$ cat config.mk
export PLATFORM = sky130hd
export DESIGN_NAME = uart_rx
export DESIGN_NICKNAME = d
export VERILOG_FILES = /design/src/rtl/uart_pkg.sv /design/src/rtl/uart_sync.sv /design/src/rtl/uart_rx.sv
export SDC_FILE = /design/constraint.sdc
export NUM_CORES = 1
export LEC_CHECK = 0
export BUFFER_PORTS_ARGS = -buffer_cell sky130_fd_sc_hd__buf_2
export CAP_MARGIN = 5
export CORE_MARGIN = 2
export CORE_UTILIZATION = 63
export DETAILED_ROUTE_END_ITERATION = 8
export PLACE_DENSITY = 0.83
export SLEW_MARGIN = 10
export SYNTH_ARGS = -nofsm -noshare
export SYNTH_HDL_FRONTEND = slang
export SYNTH_HIERARCHICAL = 1
export SYNTH_SLANG_ARGS = --single-unit
$ cat constraint.sdc
create_clock -name clk_50M -period 4.6 [get_ports clk_50M]
set_input_delay 1.15 -clock clk_50M [delete_from_list [all_inputs] [get_ports clk_50M]]
set_output_delay 1.15 -clock clk_50M [all_outputs]
set_load 0.05 [all_outputs]
$ cat src/rtl/uart_pkg.sv
// Shared UART definitions: default bit timing, frame width and receiver state encoding.
// Used by both the receiver and the transmitter.
package uart_pkg;

  localparam int CLKS_PER_BIT_DEF = 434;  // 115200 baud at 50 MHz
  localparam int FRAME_BITS       = 8;

  typedef enum logic [2:0] {
    ST_IDLE  = 3'd0,
    ST_START = 3'd1,
    ST_DATA  = 3'd2,
    ST_STOP  = 3'd3,
    ST_BREAK = 3'd4
  } rx_state_t;

endpackage

$ cat src/rtl/uart_sync.sv
// Multi-stage synchronizer for the asynchronous serial line.
// Flops reset to 1 so that the idle-high line produces no false edge on reset release.
module uart_sync #(
  parameter int STAGES = 2
) (
  input  logic clk_50M,
  input  logic rst_n,
  input  logic d,
  output logic q
);

  logic [STAGES-1:0] sync_q;

  always_ff @(posedge clk_50M or negedge rst_n) begin
    if (!rst_n) begin
      sync_q <= '1;
    end else begin
      sync_q[0] <= d;
      for (int i = 1; i < STAGES; i++) begin
        sync_q[i] <= sync_q[i-1];
      end
    end
  end

  assign q = sync_q[STAGES-1];

endmodule

$ cat src/rtl/uart_rx.sv
// 8N1 UART receiver: synchronizes rx, centre-samples each bit, and reports
// a received byte or a framing error with one-cycle pulses.
//
// state    | meaning
// ---------+------------------------------------------------------------
// ST_IDLE  | line idle, waiting for a falling edge on the synchronized rx
// ST_START | counting to mid start bit to reject glitches (false starts)
// ST_DATA  | sampling 8 data bits, LSB first, one per bit period
// ST_STOP  | sampling the stop bit; high delivers the byte, low flags error
// ST_BREAK | line held low after a framing error; wait for it to go high
module uart_rx
  import uart_pkg::*;
#(
  parameter int CLKS_PER_BIT = CLKS_PER_BIT_DEF,
  parameter int SYNC_STAGES  = 2
) (
  input  logic       clk_50M,
  input  logic       rst_n,
  input  logic       rx,
  output logic [7:0] data,
  output logic       data_valid,
  output logic       frame_err,
  output logic       busy
);

  localparam int CNT_W = $clog2(CLKS_PER_BIT);
  localparam int BIT_W = $clog2(FRAME_BITS);
  localparam logic [CNT_W-1:0] HALF_CNT = CNT_W'(CLKS_PER_BIT / 2 - 1);
  localparam logic [CNT_W-1:0] LAST_CNT = CNT_W'(CLKS_PER_BIT - 1);
  localparam logic [BIT_W-1:0] LAST_BIT = BIT_W'(FRAME_BITS - 1);

  logic rx_s;

  rx_state_t             state, state_next;
  logic [CNT_W-1:0]      baud_cnt, cnt_next;
  logic [BIT_W-1:0]      bit_idx, bit_next;
  logic [FRAME_BITS-1:0] shift_reg, shift_next;
  logic [7:0]            data_next;
  logic                  dv_next, fe_next;

  uart_sync #(
    .STAGES (SYNC_STAGES)
  ) u_sync (
    .clk_50M (clk_50M),
    .rst_n   (rst_n),
    .d       (rx),
    .q       (rx_s)
  );

  always_ff @(posedge clk_50M or negedge rst_n) begin
    if (!rst_n) begin
      state      <= ST_IDLE;
      baud_cnt   <= '0;
      bit_idx    <= '0;
      shift_reg  <= '0;
      data       <= 8'h00;
      data_valid <= 1'b0;
      frame_err  <= 1'b0;
    end else begin
      state      <= state_next;
      baud_cnt   <= cnt_next;
      bit_idx    <= bit_next;
      shift_reg  <= shift_next;
      data       <= data_next;
      data_valid <= dv_next;
      frame_err  <= fe_next;
    end
  end

  always_comb begin
    state_next = state;
    cnt_next   = baud_cnt;
    bit_next   = bit_idx;
    shift_next = shift_reg;
    data_next  = data;
    dv_next    = 1'b0;
    fe_next    = 1'b0;

    case (state)
      ST_IDLE: begin
        if (!rx_s) begin
          state_next = ST_START;
          cnt_next   = '0;
          bit_next   = '0;
        end
      end

      ST_START: begin
        if (baud_cnt == HALF_CNT) begin
          cnt_next   = '0;
          state_next = rx_s ? ST_IDLE : ST_DATA;
        end else begin
          cnt_next = baud_cnt + 1'b1;
        end
      end

      ST_DATA: begin
        if (baud_cnt == LAST_CNT) begin
          cnt_next            = '0;
          shift_next[bit_idx] = rx_s;
          if (bit_idx == LAST_BIT) begin
            state_next = ST_STOP;
          end else begin
            bit_next = bit_idx + 1'b1;
          end
        end else begin
          cnt_next = baud_cnt + 1'b1;
        end
      end

      ST_STOP: begin
        if (baud_cnt == LAST_CNT) begin
          cnt_next = '0;
          if (rx_s) begin
            data_next  = shift_reg;
            dv_next    = 1'b1;
            state_next = ST_IDLE;
          end else begin
            fe_next    = 1'b1;
            state_next = ST_BREAK;
          end
        end else begin
          cnt_next = baud_cnt + 1'b1;
        end
      end

      ST_BREAK: begin
        // Start detection is suppressed until the line has returned high.
        if (rx_s) begin
          state_next = ST_IDLE;
        end
      end

      default: begin
        state_next = ST_IDLE;
      end
    endcase
  end

  assign busy = (state != ST_IDLE);

endmodule
* After elaboration in Yosys (flattened, before gate mapping) *
Index checks and enable logic that the tools add are counted.

word-level totals
  input bits = 3
  latch bits = 0
  bits in writable memories = 0
  register bits after elaboration = 35
  memories kept = 0
  memory bits (read-only) = 0
  word-level logic and storage cells = 63

cells by class
  reduce and logical (&&, ||, !) cells = 11
  equality and inequality tests = 14
  bitwise logic cells = 0
  add/sub/neg operators = 2
  div/mod/pow operators = 0
  shift operators = 0
  mux-type cells = 26
  order comparisons = 2
  multipliers = 0

operators with widths
  cell                 number
  $mux 3               10
  $mux 9               3
  $pmux 9 s3           1
  $pmux 3 s5           1
  $ne 2x2->1 const B   6
  $add 9x1->9 const B  1
  $eq 9x8->1 const B   1
  $eq 9x9->1 const B   1
  $bwmux 8             1
  $mux 1               7
  $eq 3x2->1 const B   2
  $eq 3x3->1 const B   2
  $pmux 3 s2           1
  $reduce_and 6->1     1
  $reduce_bool 3->1    2
  $lt 3x4->1 const B   1
  $reduce_and 2->1     2
  $reduce_and 4->1     1
  $add 3x1->3 const B  1
  $demux 1 s3          1
  $eq 3x1->1 const B   1
  $ge 3x1->1 const B   1
  $logic_not 3->1      1
  $reduce_and 3->1     1
  5 further kinds      5

* Depth between registers and ports, before layout *
Gate-level depths: netlist (run 1).

  depth in word-level cells = 5
  depth in mapped cells = 7
  gate-level depth less buffers = 6

* Cells and area by module *
The synthesis (run 1) kept the hierarchy.

modules (own cells, without submodules)
  module     area an instance (um^2)  cells an instance  times used
  uart_rx    1775.5                   161                1
  uart_sync  52.6                     2                  1

* Worst setup path before layout (run 1) *
No wires, ideal clock.

  path type = flip-flop to output port
  start = register state[0]
  end = output busy
  slack = 2317 ps
  stages on the path, launching flop included = 3
  data arrival time = 1133 ps
  path buffers = 1
  required time = 3450 ps
  path through = dfrtp_1 -> clkbuf_1 -> or3_1

on the way
  cells in the longest elaborated chain, start to end = 1

ends and longest elaborated chain
  element                 line            text
  start, declared         uart_rx.sv:34   rx_state_t state, state_next;
  start signal, assigned  uart_rx.sv:60   state <= state_next;
  $reduce_bool 3->1       uart_rx.sv:140  assign busy = (state != ST_IDLE);
  end, declared           uart_rx.sv:23   output logic busy

No other way between the ends.

* Worst setup path after layout (run 1) *
Ends and elaborated chain as after synthesis.

==> results of run 1 <==
[layer usage]
layer / global-route usage, % / vias up
met5: 0 / -
met4: 9.302 / 0
met3: 6.473 / 9
met2: 34.74 / 42
met1: 33.18 / 638
li1: - / 617
[stage by stage]
step | utilization (%) | std cells
2_1_floorplan | - | 163
3_3_place_gp | 68.24 | 200
3_5_place_dp | 68.24 | 200
4_1_cts | 71.91 | 208
5_1_grt | 71.91 | 208
6_report | 71.91 | 208
[Yosys cell counts, drive strengths merged, types with 3 or more instances]
cell type | number | share of area [%]
nor2 | 10 | 2.1
nand2 | 12 | 2.9
clkbuf | 5 | 1.7
inv | 6 | 1.2
a21oi | 6 | 1.6
or3 | 3 | 1.1
mux2i | 4 | 2.2
nor3 | 8 | 2.5
mux2 | 16 | 9.9
o21ai | 8 | 2.8
a221o | 3 | 1.6
dfrtp | 33 | 45
ha | 5 | 3.4
nand3 | 6 | 1.6
[power groups by stage]
stage	logic [mW]	registers (mW)	clock network, mW
after floorplan	0.00176	0.316	0
after global placement	0.00751	0.317	0
after detailed placement	0.00765	0.317	0
after CTS	0.00763	0.311	0.277
after global routing	0.00869	0.312	0.289
final	0.00722	0.311	0.273
[final cells by class]
type | instances | area (um2)
sequential | 35 | 878.3
multi-input combinational | 115 | 877.1
fill | 203 | 774.5
timing repair buffer | 13 | 65.06
clock inverter | 2 | 60.06
clock buffer | 6 | 41.29
tap | 31 | 38.79
inverter | 6 | 22.52
[critical path: stages, from the launching register on]
cell     delay [ns]
dfrtp_1        0.50
or3_1          0.39
buf_2          0.21
[worst paths after layout]
| check | start | cells after the start | slack (ns) | to |
|---|---|---|---|---|
| hold reg to reg | u_sync/sync_q[0] | 0 | 0.37 | u_sync/sync_q[1] |
| min in group asynchronous | rst_n | 1 | 0.87 | frame_err |
| hold / removal | u_sync/sync_q[0] | 0 | 0.37 | u_sync/sync_q[1] |
| setup reg to reg | baud_cnt[1] | 6 | 2.41 | data[6] |
| setup / recovery | state[0] | 2 | 2.00 | busy |
| max in group asynchronous | rst_n | 1 | 3.25 | baud_cnt[1] |
[logic make-up (layout without fill, tap and decap cells)]
group	after synthesis	in the layout	synth area share, %
compound gates	32	32	13.07
flops	35	35	48.05
simple gates	58	58	19.44
fa+ha+maj	5	5	3.422
buf+inv	13	27	3.970
mux	20	20	12.05
==> flow_summary.ini, run 1 <==
[die]
rows = 19
core-area_mm2 = 0.002758
pin_count = 14
die_x_um = 57.87
die_area_mm2 = 0.003348
dieHeight_um = 57.87
start_util_pct = 66.29

[drt]
drtIter0Drc = 73
maxUsedRoutingLayer = met4
routed_wl_um = 3450
drc_errors = 0
wl_met2_um = 1637
dr.pass1.iters = 4
ant_nets = 0
wl_met1_um = 1543
viasPerCell = 6.279
detail_route.wl_per_cell_um = 16.59
wl_met3_um = 202
dr_total_vias = 1306

[power]
power_frac_comb_pct = 1.2
power_density_mw_per_mm2 = 298.6
p_total_mw = 0.5922
intPower_mw = 0.4800
p_clk_share_pct = 46.2
switching_share_pct = 18.95
ir_drop_v = 0.0004547
leakage_nw = 0.9182
seqPwrFrac_pct = 52.6
p_sw_mw = 0.1122

[yosys]
synth.avg_cell_area_um2 = 11.21
netlist_area_mm2 = 0.001828
synthArstFlopShare_pct = 100.0
synth-edff-count = 0
yosysUniqueCellTypes = 52
synth_warnings = 6
ys_ff_latch = 35
synth.yosys.seq_area_share_pct = 48.05
synth_nets = 171
synth-main-ff-cell = dfrtp_1
synth_cells = 163

[layout]
largest_reg_flops = 9
antenna_cells = 0
drive_above_1_share_pct = 29.94
most-common-layout-cells = 33 x dfrtp_1, 16 x mux2_2, 13 x buf_2
final_common_cell = dfrtp_1
design_area_mm2 = 0.001983
area_growth_pct = 8.487
layout.nets = 184

[clock_network]
cts_buffer_depth = 2
cts_setup_buffers = 0
cts_hold_buf = 0
cts_sinks = 35
h-tree-depth = 2
cts_tree = done
post_cts_resized = 0
cts_root_buffer = clkbuf_4
numCtsBuffers = 5
insertion_delay_ns = 0.34
path_clk_slew_ns = 0.11

[setup_path]
startpoint_type = register
required_ns = 3.45
crit_fanout = 12
arrival_ns = 1.45
endpoint_kind = primary output
critical_path_class = reg -> out

[global_route]
grt_start_max_net_pins = 36
grt_pass1_wl_um = 5830
overflow = 0
antenna_found_initial = 0
grt_pass1_vias = 1231
grt_usage_pct = 23.52

[placement]
dpl.hpwl_um = 2451
routabilityCongestion = 0.8233
place_ws_ns = 2.387
place.port_buffers = 13
dpl_cell_area_mm2 = 0.001882

[status]
status = finished clean

[sta]
hold_viol_final = 0
clock.fmax_mhz = 385.2
rsz0062_at_grt = no
layout_min_cycle_time_ns = 2.596
holdWs_ns = 0.3729
finalCritPeriodShare_pct = 56.43
worst_pin_slew_ns = 0.8201
layout_setup_ws_ns = 2.004
relSlewSlack_pct = 44.84
tns_ns = 0
finalSetupViolations = 0
maxSlewViolCount = 0
finClkSkew_ns = 0.004716

[run]
maxCapViolations = 0

[worst_hold_path]
hp-class = reg -> reg
No activity file was read; power rests on OpenSTA's default activity.
==> run 2, diff against run 1 <==
--- a/config.mk
+++ b/config.mk
@@ -5,12 +5,13 @@
 export SDC_FILE = /design/constraint.sdc
 export NUM_CORES = 1
 export LEC_CHECK = 0
+export ABC_AREA = 1
 export BUFFER_PORTS_ARGS = -buffer_cell sky130_fd_sc_hd__buf_2
 export CAP_MARGIN = 5
 export CORE_MARGIN = 2
-export CORE_UTILIZATION = 63
+export CORE_UTILIZATION = 53
 export DETAILED_ROUTE_END_ITERATION = 8
-export PLACE_DENSITY = 0.83
+export PLACE_DENSITY = 0.74
 export SLEW_MARGIN = 10
 export SYNTH_ARGS = -nofsm -noshare
 export SYNTH_HDL_FRONTEND = slang
==> constraint.sdc (replaced) <==
create_clock -name clk_50M -period 2.3 [get_ports clk_50M]
set_input_delay 0.575 -clock clk_50M [delete_from_list [all_inputs] [get_ports clk_50M]]
set_output_delay 0.575 -clock clk_50M [all_outputs]
set_load 0.05 [all_outputs]
==> run 2 against run 1 <==
- count of clock-buffer cells in the layout fell by 1
- design area grew 6.2%
- clock power up 22%
- largest power group unchanged
==> flow_summary.ini, run 2 <==
[status]
status = finished clean

[die]
core-area_mm2 = 0.003416
rows = 21
pin_count = 14
die_x_um = 64.47
start_util_pct = 56.74
dieHeight_um = 64.47
die_area_mm2 = 0.004156

[yosys]
synth.avg_cell_area_um2 = 7.752
synth_warnings = 6
synth_cells = 250
synth_nets = 258
netlist_area_mm2 = 0.001938
synth_area_leaders = dfrtp_1 43%, nand2_1 15%, nand3_1 6.7%, inv_1 6.4%, nor2_1 4.3%
yosysUniqueCellTypes = 23
synth_common_cells = 78 x nand2_1, 33 x dfrtp_1, 33 x inv_1
synth-main-ff-cell = dfrtp_1
ys_ff_latch = 35
synth.yosys.seq_area_share_pct = 45.32
synthArstFlopShare_pct = 100.0
synth-edff-count = 0
yosysMostFrequentCell = nand2_1
yosysTopAreaCell = dfrtp_1
yosysTopAreaCellShare_pct = 42.61

[layout]
layout.nets = 277
most-common-layout-cells = 78 x nand2_1, 33 x inv_1, 33 x dfrtp_1
drive_above_1_share_pct = 16.67
antenna_cells = 0
final_common_cell = nand2_1
design_area_mm2 = 0.002107
area_growth_pct = 8.715
largest_reg_flops = 9

[placement]
place.port_buffers = 13
dpl_cell_area_mm2 = 0.002049
dpl.hpwl_um = 2741
routabilityCongestion = 0.8900
place_ws_ns = 0.5949

[drt]
viasPerCell = 4.991
drc_errors = 0
dr.pass1.iters = 4
ant_nets = 0
routed_wl_um = 3624
drtIter0Drc = 99
detail_route.wl_per_cell_um = 11.47
dr_total_vias = 1577

[global_route]
grt_pass1_vias = 1459
antenna_found_initial = 0
overflow = 0
grt_start_max_net_pins = 36
grt_usage_pct = 20.83
grt_pass1_wl_um = 6624

[run]
maxCapViolations = 0

[worst_hold_path]
hp-class = in -> async

[setup_path]
crit_fanout = 6
required_ns = 1.73
critical_path_class = reg -> out
regToRegSetupSlack_ns = 0.61
reg2regPathDepth = 7
reg2reg_to = data[7]
r2r-start = baud_cnt[1]
startpoint_type = register
endpoint_kind = primary output
arrival_ns = 1.25

[power]
ir_drop_v = 0.0003767
leakage_nw = 1.120
power_density_mw_per_mm2 = 460.0
p_total_mw = 0.9693

[sta]
tns_ns = 0
finalCritPeriodShare_pct = 79.30
layout_min_cycle_time_ns = 1.824
relSlewSlack_pct = 49.22
finClkSkew_ns = 0.01562
clock.fmax_mhz = 548.3
rsz0062_at_grt = no
maxSlewViolCount = 0
finalSetupViolations = 0
layout_setup_ws_ns = 0.4761
hold_viol_final = 0
worst_pin_slew_ns = 0.7616

[clock_network]
insertion_delay_ns = 0.34
cts_setup_buffers = 0
numCtsBuffers = 5
post_cts_resized = 0
cts_buffer_depth = 2
h-tree-depth = 2
cts_root_buffer = clkbuf_4
cts_tree = done
path_clk_slew_ns = 0.12
cts_sinks = 35
cts_hold_buf = 0
[run 2: changes by cell type in the layout (fill, tap and decap cells not counted), moves of 10 or more]
cell,before,now
nand4_1,2,12
mux2_2,16,0
inv_1,6,33
nor2_1,10,22
nand3_1,6,26
nand2_1,11,78
[run 2: layer usage]
| metal | track usage [%] | wire [um] | part of all wire (%) |
|---|---|---|---|
| met4 | 6.383 | 51 | 1.4 |
| met1 | 29.76 | 1833 | 51 |
| met3 | 5.729 | 161 | 4.4 |
| met2 | 30.99 | 1577 | 44 |
| met5 | 0 | 0 | 0 |
[run 2: cells by family after synthesis]
logic type,Yosys count,share of synthesized area (%)
AO/OA/AOI/OAI,19,6.714
XOR/XNOR,3,1.356
adder cells (fa/ha/maj),5,3.228
buffers and inverters,42,8.780
flip-flops,35,45.32
AND/OR/NAND/NOR,146,34.60
[run 2: through the flow]
step / util [%] / std cells / hold slack, ns
2_1_floorplan: - / 250 / 0.2794
3_3_place_gp: 60.00 / 308 / 0.3486
3_5_place_dp: 60.00 / 308 / 0.3498
4_1_cts: 61.69 / 316 / 0.3140
5_1_grt: 61.69 / 316 / 0.2888
6_report: 61.69 / 316 / 0.2946
[run 2: worst max-delay path by stage]
stage | from | endpoint | slack (ns)
5_1_grt | baud_cnt[1] | data[4] | 0.42
2_1_floorplan | baud_cnt[1] | data[0] | 0.75
6_report | state[1] | busy | 0.48
3_5_place_dp | baud_cnt[1] | data[7] | 0.59
4_1_cts | state[1] | busy | 0.47
3_3_place_gp | baud_cnt[1] | data[7] | 0.66
[run 2: where the power goes]
part	switching [mW]	internal [mW]	leakage, nW
clock	0.216	0.117	0.0272
sequential	0.00201	0.618	0.467
combinational	0.0143	0.00171	0.626
[run 2: critical path, stage by stage, from the launching register on]
cell and delay [ns]:
dfrtp_1 0.45, nor2_1 0.14, nand2_1 0.10, buf_2 0.22
[run 2: area by class of cell]
class	count	area, um2
clock buffers	5	37.54
fillers	328	1309
inverters	41	158.9
flip-flops and latches	35	878.3
repair buffers	13	65.06
well taps	46	57.56
clock inverters	3	20.02
multi-input cells	173	889.6
